--- src/rtl/div_sequencer_pkg.sv ---
// Shared definitions for the divide sequencer: ALU op codes, FSM state
// encodings and small op-decoding helpers.
package div_sequencer_pkg;

   // ALU op encodings used by the EX stage
   localparam logic [4:0] ALU_ADD    = 5'd0;
   localparam logic [4:0] ALU_SUB    = 5'd1;
   localparam logic [4:0] ALU_AND    = 5'd2;
   localparam logic [4:0] ALU_OR     = 5'd3;
   localparam logic [4:0] ALU_XOR    = 5'd4;
   localparam logic [4:0] ALU_SLL    = 5'd5;
   localparam logic [4:0] ALU_SRL    = 5'd6;
   localparam logic [4:0] ALU_SRA    = 5'd7;
   localparam logic [4:0] ALU_SLT    = 5'd8;
   localparam logic [4:0] ALU_SLTU   = 5'd9;
   localparam logic [4:0] ALU_MUL    = 5'd10;
   localparam logic [4:0] ALU_MULH   = 5'd11;
   localparam logic [4:0] ALU_MULHSU = 5'd12;
   localparam logic [4:0] ALU_MULHU  = 5'd13;
   localparam logic [4:0] ALU_DIV    = 5'd14;
   localparam logic [4:0] ALU_DIVU   = 5'd15;
   localparam logic [4:0] ALU_REM    = 5'd16;
   localparam logic [4:0] ALU_REMU   = 5'd17;

   // Sequencer FSM states
   typedef enum logic [1:0] {
      DIV_IDLE = 2'd0,
      DIV_CALC = 2'd1,
      DIV_FIX  = 2'd2,
      DIV_DONE = 2'd3
   } div_state_e;

   // True for the four ops this sequencer executes
   function automatic logic is_div_op(input logic [4:0] op);
      return (op == ALU_DIV) || (op == ALU_DIVU) || (op == ALU_REM) || (op == ALU_REMU);
   endfunction

   // True for the signed variants (DIV, REM)
   function automatic logic is_signed_op(input logic [4:0] op);
      return (op == ALU_DIV) || (op == ALU_REM);
   endfunction

   // True when the remainder, not the quotient, is the result
   function automatic logic is_rem_op(input logic [4:0] op);
      return (op == ALU_REM) || (op == ALU_REMU);
   endfunction

endpackage

--- src/rtl/div_sequencer_if.sv ---
// Request/response bundle between the EX stage and the divide sequencer.
interface div_sequencer_if #(parameter int N = 32);
   logic         start;
   logic [4:0]   alu_control;
   logic [N-1:0] a;
   logic [N-1:0] b;
   logic         flush;
   logic         busy;
   logic         stall;
   logic         done;
   logic [N-1:0] result;

   // Pipeline side issues requests and consumes results
   modport master (
      output start, alu_control, a, b, flush,
      input  busy, stall, done, result
   );

   // Sequencer side
   modport slave (
      input  start, alu_control, a, b, flush,
      output busy, stall, done, result
   );
endinterface

--- src/rtl/div_sequencer_step.sv ---
// One combinational radix-2 restoring division iteration.
module div_step #(
   parameter int N = 32
) (
   input  logic [N-1:0] rem,
   input  logic [N-1:0] quo,
   input  logic [N-1:0] divisor,
   output logic [N-1:0] rem_next,
   output logic [N-1:0] quo_next
);

   logic [N:0] rem_sh;
   logic [N:0] trial;

   // Shift {rem,quo} left by one; the partial remainder is always below the
   // divisor, so N+1 bits are enough for the trial subtraction and its sign.
   assign rem_sh   = {rem, quo[N-1]};
   assign trial    = rem_sh - {1'b0, divisor};
   assign rem_next = trial[N] ? rem_sh[N-1:0] : trial[N-1:0];
   assign quo_next = {quo[N-2:0], ~trial[N]};

endmodule

--- src/rtl/div_sequencer.sv ---
// Multi-cycle DIV/DIVU/REM/REMU sequencer. Runs N restoring steps on the
// operand magnitudes, fixes up signs, and stalls the pipeline meanwhile.
module div_sequencer
   import div_sequencer_pkg::*;
#(
   parameter int N = 32
) (
   input  logic          clk,
   input  logic          rst,
   div_sequencer_if.slave bus
);

   localparam int CW = $clog2(N);
   localparam logic [N-1:0] MIN_NEG  = {1'b1, {(N-1){1'b0}}};
   localparam logic [N-1:0] ALL_ONES = {N{1'b1}};
   localparam logic [N-1:0] ONE      = {{(N-1){1'b0}}, 1'b1};

   div_state_e   state_reg;
   logic [4:0]   op_reg;
   logic         neg_q_reg;
   logic         neg_r_reg;
   logic [N-1:0] quo_reg;
   logic [N-1:0] rem_reg;
   logic [N-1:0] dvs_reg;
   logic [CW-1:0] count_reg;
   logic         busy_reg;
   logic         done_reg;
   logic [N-1:0] result_reg;

   logic         op_signed;
   logic         a_neg;
   logic         b_neg;
   logic [N-1:0] a_mag;
   logic [N-1:0] b_mag;
   logic         div_zero;
   logic         overflow;
   logic         accept;
   logic [N-1:0] special_result;
   logic [N-1:0] fixed_quo;
   logic [N-1:0] fixed_rem;
   logic [N-1:0] fix_result;
   logic [N-1:0] step_rem;
   logic [N-1:0] step_quo;

   // Two's complement negation
   function automatic logic [N-1:0] negate(input logic [N-1:0] x);
      return ~x + ONE;
   endfunction

   // Request decode: magnitudes, special cases and the accept condition
   always_comb begin
      op_signed = is_signed_op(bus.alu_control);
      a_neg     = op_signed & bus.a[N-1];
      b_neg     = op_signed & bus.b[N-1];
      a_mag     = a_neg ? negate(bus.a) : bus.a;
      b_mag     = b_neg ? negate(bus.b) : bus.b;
      div_zero  = (bus.b == '0);
      overflow  = op_signed && (bus.a == MIN_NEG) && (bus.b == ALL_ONES);
      accept    = (state_reg == DIV_IDLE) && bus.start && is_div_op(bus.alu_control) && !bus.flush;
      if (div_zero)
         special_result = is_rem_op(bus.alu_control) ? bus.a : ALL_ONES;
      else
         special_result = is_rem_op(bus.alu_control) ? '0 : MIN_NEG;
   end

   // Sign fix-up and quotient/remainder selection for the FIX state
   always_comb begin
      fixed_quo  = neg_q_reg ? negate(quo_reg) : quo_reg;
      fixed_rem  = neg_r_reg ? negate(rem_reg) : rem_reg;
      fix_result = is_rem_op(op_reg) ? fixed_rem : fixed_quo;
   end

   div_step #(.N(N)) u_step (
      .rem      (rem_reg),
      .quo      (quo_reg),
      .divisor  (dvs_reg),
      .rem_next (step_rem),
      .quo_next (step_quo)
   );

   // Sequencer FSM with registered busy/done/result
   always_ff @(posedge clk or negedge rst) begin
      if (!rst) begin
         state_reg  <= DIV_IDLE;
         op_reg     <= ALU_ADD;
         neg_q_reg  <= 1'b0;
         neg_r_reg  <= 1'b0;
         quo_reg    <= '0;
         rem_reg    <= '0;
         dvs_reg    <= '0;
         count_reg  <= '0;
         busy_reg   <= 1'b0;
         done_reg   <= 1'b0;
         result_reg <= '0;
      end else if (bus.flush) begin
         // Abort: result keeps its last completed value
         state_reg <= DIV_IDLE;
         busy_reg  <= 1'b0;
         done_reg  <= 1'b0;
      end else begin
         case (state_reg)
            DIV_IDLE: begin
               done_reg <= 1'b0;
               if (accept) begin
                  op_reg    <= bus.alu_control;
                  neg_q_reg <= a_neg ^ b_neg;
                  neg_r_reg <= a_neg;
                  quo_reg   <= a_mag;
                  rem_reg   <= '0;
                  dvs_reg   <= b_mag;
                  count_reg <= CW'(N-1);
                  busy_reg  <= 1'b1;
                  if (div_zero || overflow) begin
                     result_reg <= special_result;
                     done_reg   <= 1'b1;
                     state_reg  <= DIV_DONE;
                  end else begin
                     state_reg <= DIV_CALC;
                  end
               end else begin
                  busy_reg <= 1'b0;
               end
            end
            DIV_CALC: begin
               quo_reg <= step_quo;
               rem_reg <= step_rem;
               if (count_reg == '0)
                  state_reg <= DIV_FIX;
               else
                  count_reg <= count_reg - CW'(1);
            end
            DIV_FIX: begin
               result_reg <= fix_result;
               done_reg   <= 1'b1;
               state_reg  <= DIV_DONE;
            end
            DIV_DONE: begin
               done_reg  <= 1'b0;
               busy_reg  <= 1'b0;
               state_reg <= DIV_IDLE;
            end
            default: begin
               state_reg <= DIV_IDLE;
               busy_reg  <= 1'b0;
               done_reg  <= 1'b0;
            end
         endcase
      end
   end

   // Stall covers the accept cycle and every cycle until DONE
   assign bus.stall  = accept || (state_reg == DIV_CALC) || (state_reg == DIV_FIX);
   assign bus.busy   = busy_reg;
   assign bus.done   = done_reg;
   assign bus.result = result_reg;

endmodule
--- src/flat_wrapper.sv ---
// flat-port wrapper written by rule: the top's interface ports become plain ports
module div_sequencer_flat import div_sequencer_pkg::*;
#(
   parameter int N = 32
)
  (clk, rst, bus_start, bus_alu_control, bus_a, bus_b, bus_flush, bus_busy, bus_stall, bus_done, bus_result);
  div_sequencer_if #(.N(N)) bus_i ();
  input  logic clk;
  input  logic rst;
  input wire logic [$bits(bus_i.start)-1:0] bus_start;
  input wire logic [$bits(bus_i.alu_control)-1:0] bus_alu_control;
  input wire logic [$bits(bus_i.a)-1:0] bus_a;
  input wire logic [$bits(bus_i.b)-1:0] bus_b;
  input wire logic [$bits(bus_i.flush)-1:0] bus_flush;
  output wire logic [$bits(bus_i.busy)-1:0] bus_busy;
  output wire logic [$bits(bus_i.stall)-1:0] bus_stall;
  output wire logic [$bits(bus_i.done)-1:0] bus_done;
  output wire logic [$bits(bus_i.result)-1:0] bus_result;
  assign bus_i.start = bus_start;
  assign bus_i.alu_control = bus_alu_control;
  assign bus_i.a = bus_a;
  assign bus_i.b = bus_b;
  assign bus_i.flush = bus_flush;
  assign bus_busy = bus_i.busy;
  assign bus_stall = bus_i.stall;
  assign bus_done = bus_i.done;
  assign bus_result = bus_i.result;
  div_sequencer #(.N(N)) u_core (.clk(clk), .rst(rst), .bus(bus_i));
endmodule
--- config.mk ---
export PLATFORM = sky130hd
export DESIGN_NAME = div_sequencer_flat
export DESIGN_NICKNAME = d
export VERILOG_FILES = /design/src/rtl/div_sequencer_pkg.sv /design/src/rtl/div_sequencer_if.sv /design/src/rtl/div_sequencer_step.sv /design/src/rtl/div_sequencer.sv /design/src/flat_wrapper.sv
export SDC_FILE = /design/constraint.sdc
export NUM_CORES = 1
export LEC_CHECK = 0
export CORE_ASPECT_RATIO = 1.4
export CORE_MARGIN = 3
export CORE_UTILIZATION = 35
export CTS_CLUSTER_SIZE = 8
export DETAILED_ROUTE_END_ITERATION = 12
export HOLD_SLACK_MARGIN = 0.12
export PLACE_DENSITY = 0.5
export SLEW_MARGIN = 40
export SYNTH_ARGS = -nofsm -noshare
export SYNTH_HDL_FRONTEND = slang
export SYNTH_SLANG_ARGS = --single-unit
--- constraint.sdc ---
create_clock -name clk -period 4.9 [get_ports clk]
set_input_delay 0.49 -clock clk [delete_from_list [all_inputs] [get_ports clk]]
set_output_delay 0.49 -clock clk [all_outputs]
set_load 0.02 [all_outputs]
=== Word-level counts from Yosys, hierarchy flattened ===
Cells that the tools add are included.

* Flip-flop bits (word level): 144
* Input bits: 73
* Output and inout bits: 35

* $add $sub $neg: 6
* Equality and inequality tests: 16
* Multiplexer cells: 31
* Bitwise operators: 9
* Reduce and logical (&&, ||, !) cells: 27

{| class="wikitable"
|+ Operator list
! cell !! count
|-
| $mux W32 || 13
|-
| $pmux W32 S2 || 3
|-
| $add A32 B1 Y32 const B || 4
|-
| $not A32 Y32 || 4
|-
| $eq A32 B32 Y1 const B || 2
|-
| $sub A33 B32 Y33 || 1
|-
| $logic_not A32 Y1 || 1
|-
| $eq A5 B5 Y1 const B || 4
|-
| $eq A5 B4 Y1 const B || 2
|-
| $mux W5 || 2
|-
| $pmux W5 S2 || 1
|-
| $logic_or A1 B1 Y1 || 9
|-
| $mux W2 || 4
|-
| $pmux W2 S4 || 1
|-
| $reduce_and A4 Y1 || 2
|-
| $ne A3 B2 Y1 const B || 2
|-
| $reduce_and A3 Y1 || 2
|-
| $logic_and A1 B1 Y1 || 5
|-
| $logic_not A5 Y1 || 1
|-
| $mux W1 || 5
|-
| $sub A5 B1 Y5 const B || 1
|-
| $eq A2 B2 Y1 const B || 2
|-
| $ne A2 B2 Y1 const B || 2
|-
| $reduce_bool A2 Y1 || 2
|-
| 12 further kinds || 14
|}

=== Depth between registers and ports, before layout ===
Gate-level depths: netlist of run 1.

* Depth after elaboration: 9
* Mapped depth: 14
* Gate-level depth less buffers: 12

=== By module ===
From an unflattened synthesis of run 1, not the netlist that was laid out.

* Cells, all modules: 1373
* Area total of the unflattened synthesis: 11698.7 µm²

{| class="wikitable"
|+ Modules (own cells, without submodules)
! module !! instances !! cells an instance !! area each (µm²)
|-
| div_sequencer || 1 || 1037 || 9107.5
|-
| div_step || 1 || 336 || 2591.2
|}

=== Least setup slack after synthesis of run 1 ===
No wires, ideal clock.

* Path kind: register to register
* From: register u_core.rem_reg[0]
* To: register u_core.result_reg[28] (netlist: u_core.bus.result[28])
* Arrival time: 2954 ps
* Setup slack: 1813 ps
* Stages on the path, launching flop included: 12
* Buffers on the path: 0
* Cell sequence: dfrtp_1 > inv_1 > ha_1 > or4b_2 > or4_1 > nand2b_4 > or3_1 > o21ai_0 > xor2_1 > o22ai_1 > a21oi_1 > o21ai_0

* Cells in the longest elaborated chain, start to end: 5

{| class="wikitable"
|+ RTL lines
! what !! line !! source
|-
| start: declaration || div_sequencer.sv:23 || <nowiki>logic [N-1:0] rem_reg;</nowiki>
|-
| start signal: assignment || div_sequencer.sv:126 || <nowiki>rem_reg <= step_rem;</nowiki>
|-
| $not A32 Y32 || div_sequencer.sv:47 || <nowiki>return ~x + ONE;</nowiki>
|-
| $add A32 B1 Y32 || div_sequencer.sv:47 ||
|-
| $mux W32 || div_sequencer.sv:69 || <nowiki>fixed_rem = neg_r_reg ? negate(rem_reg) : rem_reg;</nowiki>
|-
| $mux W32 || div_sequencer.sv:70 || <nowiki>fix_result = is_rem_op(op_reg) ? fixed_rem : fixed_quo;</nowiki>
|-
| $pmux W32 S2 || div_sequencer.sv:101 || <nowiki>case (state_reg)</nowiki>
|-
| end signal: assignment || div_sequencer.sv:114 || <nowiki>result_reg <= special_result;</nowiki>
|-
| end signal: assignment || div_sequencer.sv:133 || <nowiki>result_reg <= fix_result;</nowiki>
|-
| end: declaration || div_sequencer.sv:28 || <nowiki>logic [N-1:0] result_reg;</nowiki>
|}

No other way between the ends.
A chain may end at the register's enable or synchronous reset.

=== Final worst setup path of run 1 ===
* From: register u_core.quo_reg[31]
* To: register u_core.quo_reg[0]

* Cells in the longest elaborated chain, start to end: 3

{| class="wikitable"
|+ RTL lines
! what !! line !! source
|-
| start: declaration || div_sequencer.sv:22 || <nowiki>logic [N-1:0] quo_reg;</nowiki>
|-
| start signal: assignment || div_sequencer.sv:108 || <nowiki>quo_reg <= a_mag;</nowiki>
|-
| start signal: assignment || div_sequencer.sv:125 || <nowiki>quo_reg <= step_quo;</nowiki>
|-
| $sub A33 B32 Y33 || div_sequencer_step.sv:18 || <nowiki>assign trial = rem_sh - {1'b0, divisor};</nowiki>
|-
| $not A1 Y1 || div_sequencer_step.sv:20 || <nowiki>assign quo_next = {quo[N-2:0], ~trial[N]};</nowiki>
|-
| $pmux W32 S2 || div_sequencer.sv:101 ||
|}

No other way between the ends.

==> flow_summary.toml, run 1 <==
[critical_path]
critPathArrivalTime_ns = 4.07
r2r-end = "u_core.quo_reg[0]"
crit_type = "reg -> reg"
worstPathMaxFanout = 11
worstReg2RegStart = "u_core.quo_reg[31]"
reg2reg_depth = 11
critPathLaunchType = "flop"
r2r_slack_ns = 1.10
end_kind = "flop"
required_ns = 5.18

[synthesis]
syn_inst = 1429
synth_area_um2 = 11100
synth_compound_area_share_pct = 24.2
yosys.area_share.simple_pct = 20.3
synth_top_family_by_area = "compound AO/OA/AOI/OAI gates"
yosys.area_share.adder_pct = 5.01
synth_seq_cells = 143
synth_mux_area_share_pct = 2.28
synthArstFlopShare_pct = 100
yosysWarnings = 0
yosys_most_used_dff = "dfrtp_1"
ys_seq_area_share_pct = 32.1
synth_xor_area_share_pct = 11.1
synth_nets = 1546
post_synth.cell_area_avg_um2 = 7.79
synth_edf_count = 0
yosysUniqueCellTypes = 72

[floorplan]
coreArea_um2 = 31100
dieHeight_um = 217
die_area_um2 = 34000
die_x_um = 157
start_util_pct = 35.8
core.rowCount = 76
ios = 108

[global_routing]
grt_max_degree = 68
first_global_vias = 10400
grtUsageTotal_pct = 20.4
overflow = 0
grt_pass1_wl_um = 55000
antenna_found_initial = 0

[drt]
wl_per_cell_um = 18.3
finalWirelength_um = 34700
vias = 10400
drc = 0
first_iter_violations = 526
ant_nets = 0
vias_per_cell = 5.46
firstDrtPassIters = 5

[min_path]
min-delay-start = "u_core.bus.result[2]"
hold-path-endpoint = "u_core.bus.result[2]"
hp-class = "reg -> reg"
whs_path_depth = 2

[clock_tree]
cts.sinks = 143
numCtsBuffers = 17
cts_buffer_depth = 2
ctsRootBufferMaster = "clkbuf_16"
insertion_delay_ns = 0.44
path_clk_slew_ns = 0.06
cts_tree = "yes"
ctsHtreeMaxLevel = 4
cts_setup_buffers = 0
cts-resized-gates = 0
ctsHoldBuffers = 1

[final_layout]
final_util_pct = 42.3
final_cell_mix = "nand2_1, o21ai_0, dfrtp_1"
nNetsFinal = 1612
antennaDiodeCount = 0
final_layout_size_suffix_gt1_share_pct = 5.57
final_common_cell = "nand2_1"
syn2layout_area_growth_pct = 18.1

[power]
p_switching_mw = 3.61
ir_drop_mv = 0.201
pwr-share-clk_pct = 16.9
power.density_nw_per_um2 = 590
p_int_mw = 4.15
leakagePower_nw = 5.49
power_frac_seq_pct = 27.1
power_frac_comb_pct = 56.0
switching_share_pct = 46.5

[place]
port_buffers = 107
dp_hpwl_um = 26200
gp_congestion = 0.866

[timing]
slew_violations = 0
tns_ns = 0
fmax_mhz = 263
period_needed_ns = 3.80
min_period_over_period_pct = 77.5
setup_viol = 0
tightest_slew_ns = 0.748
slew_headroom_pct = 49.7
rsz0062_at_grt = "false"
fin_skew_ns = 0.00741
hold_violations = 0

[outcome]
status = "complete, no violations"

[run]
maxCapViolations = 0
how the worst max path moves through the flow:
| stage | from | end | slack (ns) | cells past startpoint |
|---|---|---|---|---|
| 2_1_floorplan | u_core.rem_reg[0] | u_core.bus.result[28] | 1.81 | 11 |
| 3_3_place_gp | bus_a[14] | u_core.bus.result[5] | 0.91 | 10 |
| 3_5_place_dp | bus_b[8] | u_core.bus.result[13] | 0.84 | 11 |
| 4_1_cts | u_core.quo_reg[31] | u_core.rem_reg[16] | 1.10 | 12 |
| 5_1_grt | u_core.quo_reg[31] | u_core.rem_reg[21] | 0.85 | 12 |
| 6_report | u_core.quo_reg[31] | u_core.quo_reg[0] | 1.10 | 11 |
worst max-delay path: stages, from the launching register on:
cell and delay [ns]:
dfrtp_1 0.51, inv_1 0.08, ha_1 0.21, fa_1 0.39
nand2b_1 0.20, a21oi_1 0.32, o211ai_1 0.32, a21oi_1 0.29
o211ai_1 0.19, o211a_1 0.43, nand2_1 0.45, o311ai_0 0.24
power by group through the flow:
stage	sequential, mW	clock, mW	combinational [mW]
after floorplan	2.00	0	3.22
after global placement	2.11	0	4.30
after detailed placement	2.12	0	4.32
after CTS	2.10	1.34	4.35
after global routing	2.17	1.39	4.86
final	2.10	1.31	4.35
cell usage after synthesis, drive strengths merged (4+ instances only):
library cell    n  share of area (%)
o41ai          18                1.4
nand3b          5               0.34
a221o           4               0.36
mux2i          22                2.0
or3            23                1.4
buf             8               0.45
nand4          13               0.73
o21bai          5               0.34
ha             43                4.8
nand2b         18                1.1
xor2           72                5.7
and2            4               0.22
nor2b           9               0.51
or2             6               0.34
o221ai          9               0.71
and3            6               0.34
a21oi         122                5.5
o21ai         180                8.1
a21o           13               0.88
nor4           13               0.87
o211ai         11               0.74
clkbuf         75                2.5
o22ai          14               0.79
xnor2          69                5.4
inv            60                2.0
nor2          125                4.2
or4            13               0.91
dfrtp         143                 32
nand3          16               0.76
nor3           22               0.99
a31oi          16               0.90
nand2         195                6.6
o31ai          30                2.1
per-layer routing:
layer | global-route usage [%] | wire length [µm] | vias to the layer above
li1 | - | - | 5193
met1 | 26.0 | 15600 | 4863
met2 | 34.9 | 16800 | 243
met3 | 2.01 | 1140 | 57
met4 | 8.82 | 1120 | 0
met5 | 0 | 0 | -
final cells by class:
type / instances / area, µm²
multi-input cells: 1143 / 7020
clock inverters: 14 / 144
well taps: 390 / 488
inverters: 60 / 225
flip-flops and latches: 143 / 3580
repair buffers: 130 / 1250
clock buffers: 18 / 439
fillers: 3218 / 17900
kinds of logic (layout without fill, tap and decap cells):
kind of cell | after synthesis | count (layout)
muxes | 25 | 25
and+or+nand+nor | 480 | 480
buffers and inverters | 143 | 222
adders and majority gates | 44 | 44
xor gates and xnor gates | 141 | 141
AOI/OAI and AO/OA | 453 | 453
DFF | 143 | 143
through the flow:
| stage | instances | total power [mW] | setup WS (ns) | instance area [µm²] | hold WS, ns |
|---|---|---|---|---|---|
| detailed placement | 1864 | 6.44 | 0.838 | 12500 | 0.419 |
| finish | 1898 | 7.76 | 1.10 | 13100 | 0.474 |
| global placement | 1863 | 6.40 | 0.908 | 12500 | 0.414 |
| floorplan | 1429 | 5.22 | 1.81 | 11100 | 0.194 |
| global route | 1898 | 8.43 | 0.849 | 13100 | 0.503 |
| CTS | 1897 | 7.79 | 1.10 | 13100 | 0.483 |
No activity file was read; power rests on OpenSTA's default activity.
==> run 2, diff against run 1 <==
==> constraint.sdc (replaced) <==
create_clock -name clk -period 3.6 [get_ports clk]
set_input_delay 0.36 -clock clk [delete_from_list [all_inputs] [get_ports clk]]
set_output_delay 0.36 -clock clk [all_outputs]
set_load 0.02 [all_outputs]
==> run 2 against run 1 <==
Net effect:
- sequential share of layout area is 0.86 points lower
- final cell count increased by 2.6%
- first-iteration DRC count is 17% higher
- clock skew decreased by 0.0017 ns
- total power rose by 38%
- design area rose by 3.3%
- hold slack gained 0.00096 ns
==> flow_summary.toml, run 2 (synthesis results as in run 1) <==
[floorplan]
die_area_um2 = 34000
ios = 108
dieHeight_um = 217
die_x_um = 157
start_util_pct = 35.8
coreArea_um2 = 31100
core.rowCount = 76

[global_routing]
grt_max_degree = 87
antenna_found_initial = 0
grt_pass1_wl_um = 56300
overflow = 0
first_global_vias = 10300
grtUsageTotal_pct = 20.8

[final_layout]
final-seq-area_um2 = 3580
final_cell_mix = "nand2_1, o21ai_0, dfrtp_1"
syn2layout_area_growth_pct = 22.0
final_common_cell = "nand2_1"
nNetsFinal = 1662
multi_input_area_um2 = 7010
antennaDiodeCount = 0
fillers = 3164
final_layout_size_suffix_gt1_share_pct = 8.28

[drt]
ant_nets = 0
vias_per_cell = 5.40
drc = 0
firstDrtPassIters = 5
wl_per_cell_um = 17.8
first_iter_violations = 616
finalWirelength_um = 34700
vias = 10500

[critical_path]
end_kind = "flop"
critPathLaunchType = "flop"
max_stage_delay_ns = 0.67
crit_chain = "inv_1 > ha_1 > or4b_2 > or4_4 > nand2b_4 > or3_1 > o21ai_0 > xor2_1 > o22ai_1 > a21oi_1 > o21ai_0"
crit_type = "reg -> reg"
critPathArrivalTime_ns = 3.72
worst-path-buf-inv = 1
cpMaxStageDelayCell = "or4b_2"
cp_top_family = "simple AND/OR/NAND/NOR gates"
r2r_slack_ns = 0.19
required_ns = 3.92
worstPathMaxFanout = 6
path_common_cell = "o21ai_0"

[timing]
tightest_slew_ns = 0.767
slew_headroom_pct = 48.8
setup_viol = 0
min_period_over_period_pct = 94.6
fmax_mhz = 294
period_needed_ns = 3.41
hold_violations = 0
slew_violations = 0
fin_skew_ns = 0.00573
tns_ns = 0
rsz0062_at_grt = "false"

[run]
maxCapViolations = 0

[clock_tree]
cts_buffer_depth = 2
ctsRootBufferMaster = "clkbuf_16"
insertion_delay_ns = 0.44
cts.sinks = 143
ctsHtreeMaxLevel = 4
cts_setup_buffers = 0
numCtsBuffers = 17
path_clk_slew_ns = 0.06
cts_tree = "yes"

[power]
power_mw = 10.7
leakagePower_nw = 5.77
power.density_nw_per_um2 = 791
ir_drop_mv = 0.305

[min_path]
hp-class = "reg -> reg"

[place]
gp_congestion = 0.843
dp_hpwl_um = 26700
port_buffers = 107

[outcome]
status = "complete, no violations"
==> run 2: area by class of cell <==
type | instances | area share [%]
sequential | 143 | 26.4
inverter | 60 | 1.66
multi-input combinational | 1143 | 51.6
clock inverter | 6 | 0.774
tap | 390 | 3.59
timing repair buffer | 180 | 12.4
clock buffer | 26 | 3.60
==> run 2: metal layers <==
layer  vias to the layer above  track usage (%)  wire [µm]
li1                       5299                -          -
met1                      4912             26.8      15300
met2                       257             34.8      16900
met3                        49             3.58       1500
met4                         0             7.45       1020
met5                         -                0          0
==> run 2: timing repair <==
| action | in CTS | in global routing |
|---|---|---|
| endpoints found under the setup margin | 0 | 7 |
| hold buffers | 1 | 0 |
| endpoints found under the hold margin | 85 | 0 |
| resized for setup | 0 | 2 |
==> run 2: worst paths after layout <==
path / startpoint / end / cells after the start
min in group asynchronous: rst / u_core.quo_reg[8] / 2
hold / removal: u_core.bus.result[16] / u_core.bus.result[16] / 2
max in group asynchronous: rst / u_core.bus.done / 3
hold reg to reg: u_core.bus.result[16] / u_core.bus.result[16] / 2
setup reg to reg: u_core.rem_reg[1] / u_core.bus.result[28] / 11
setup / recovery: u_core.rem_reg[1] / u_core.bus.result[28] / 11
==> run 2: power breakdown <==
group	switching [mW]	leakage (nW)	internal (mW)
registers	0.645	1.88	2.18
clock network	0.690	0.292	1.14
logic	3.49	3.60	2.59
total	4.82	5.77	5.91
==> run 2: tightest hold or removal path: stages, from the launching register on <==
cell	delay [ns]
dfrtp_1	0.34
nand2_1	0.04
o21ai_0	0.06
==> run 2: metrics by stage <==
| step | setup WS [ns] | cells | hold WS (ns) | instance area (µm²) | util, % |
|---|---|---|---|---|---|
| 2_1_floorplan | 0.513 | 1429 | 0.0644 | 11100 | - |
| 3_3_place_gp | 0.115 | 1915 | 0.462 | 13000 | 41.7 |
| 3_5_place_dp | 0.0792 | 1915 | 0.421 | 13000 | 41.7 |
| 4_1_cts | 0.139 | 1948 | 0.483 | 13600 | 43.6 |
| 5_1_grt | 0.0165 | 1948 | 0.494 | 13600 | 43.7 |
| 6_report | 0.195 | 1948 | 0.475 | 13600 | 43.7 |
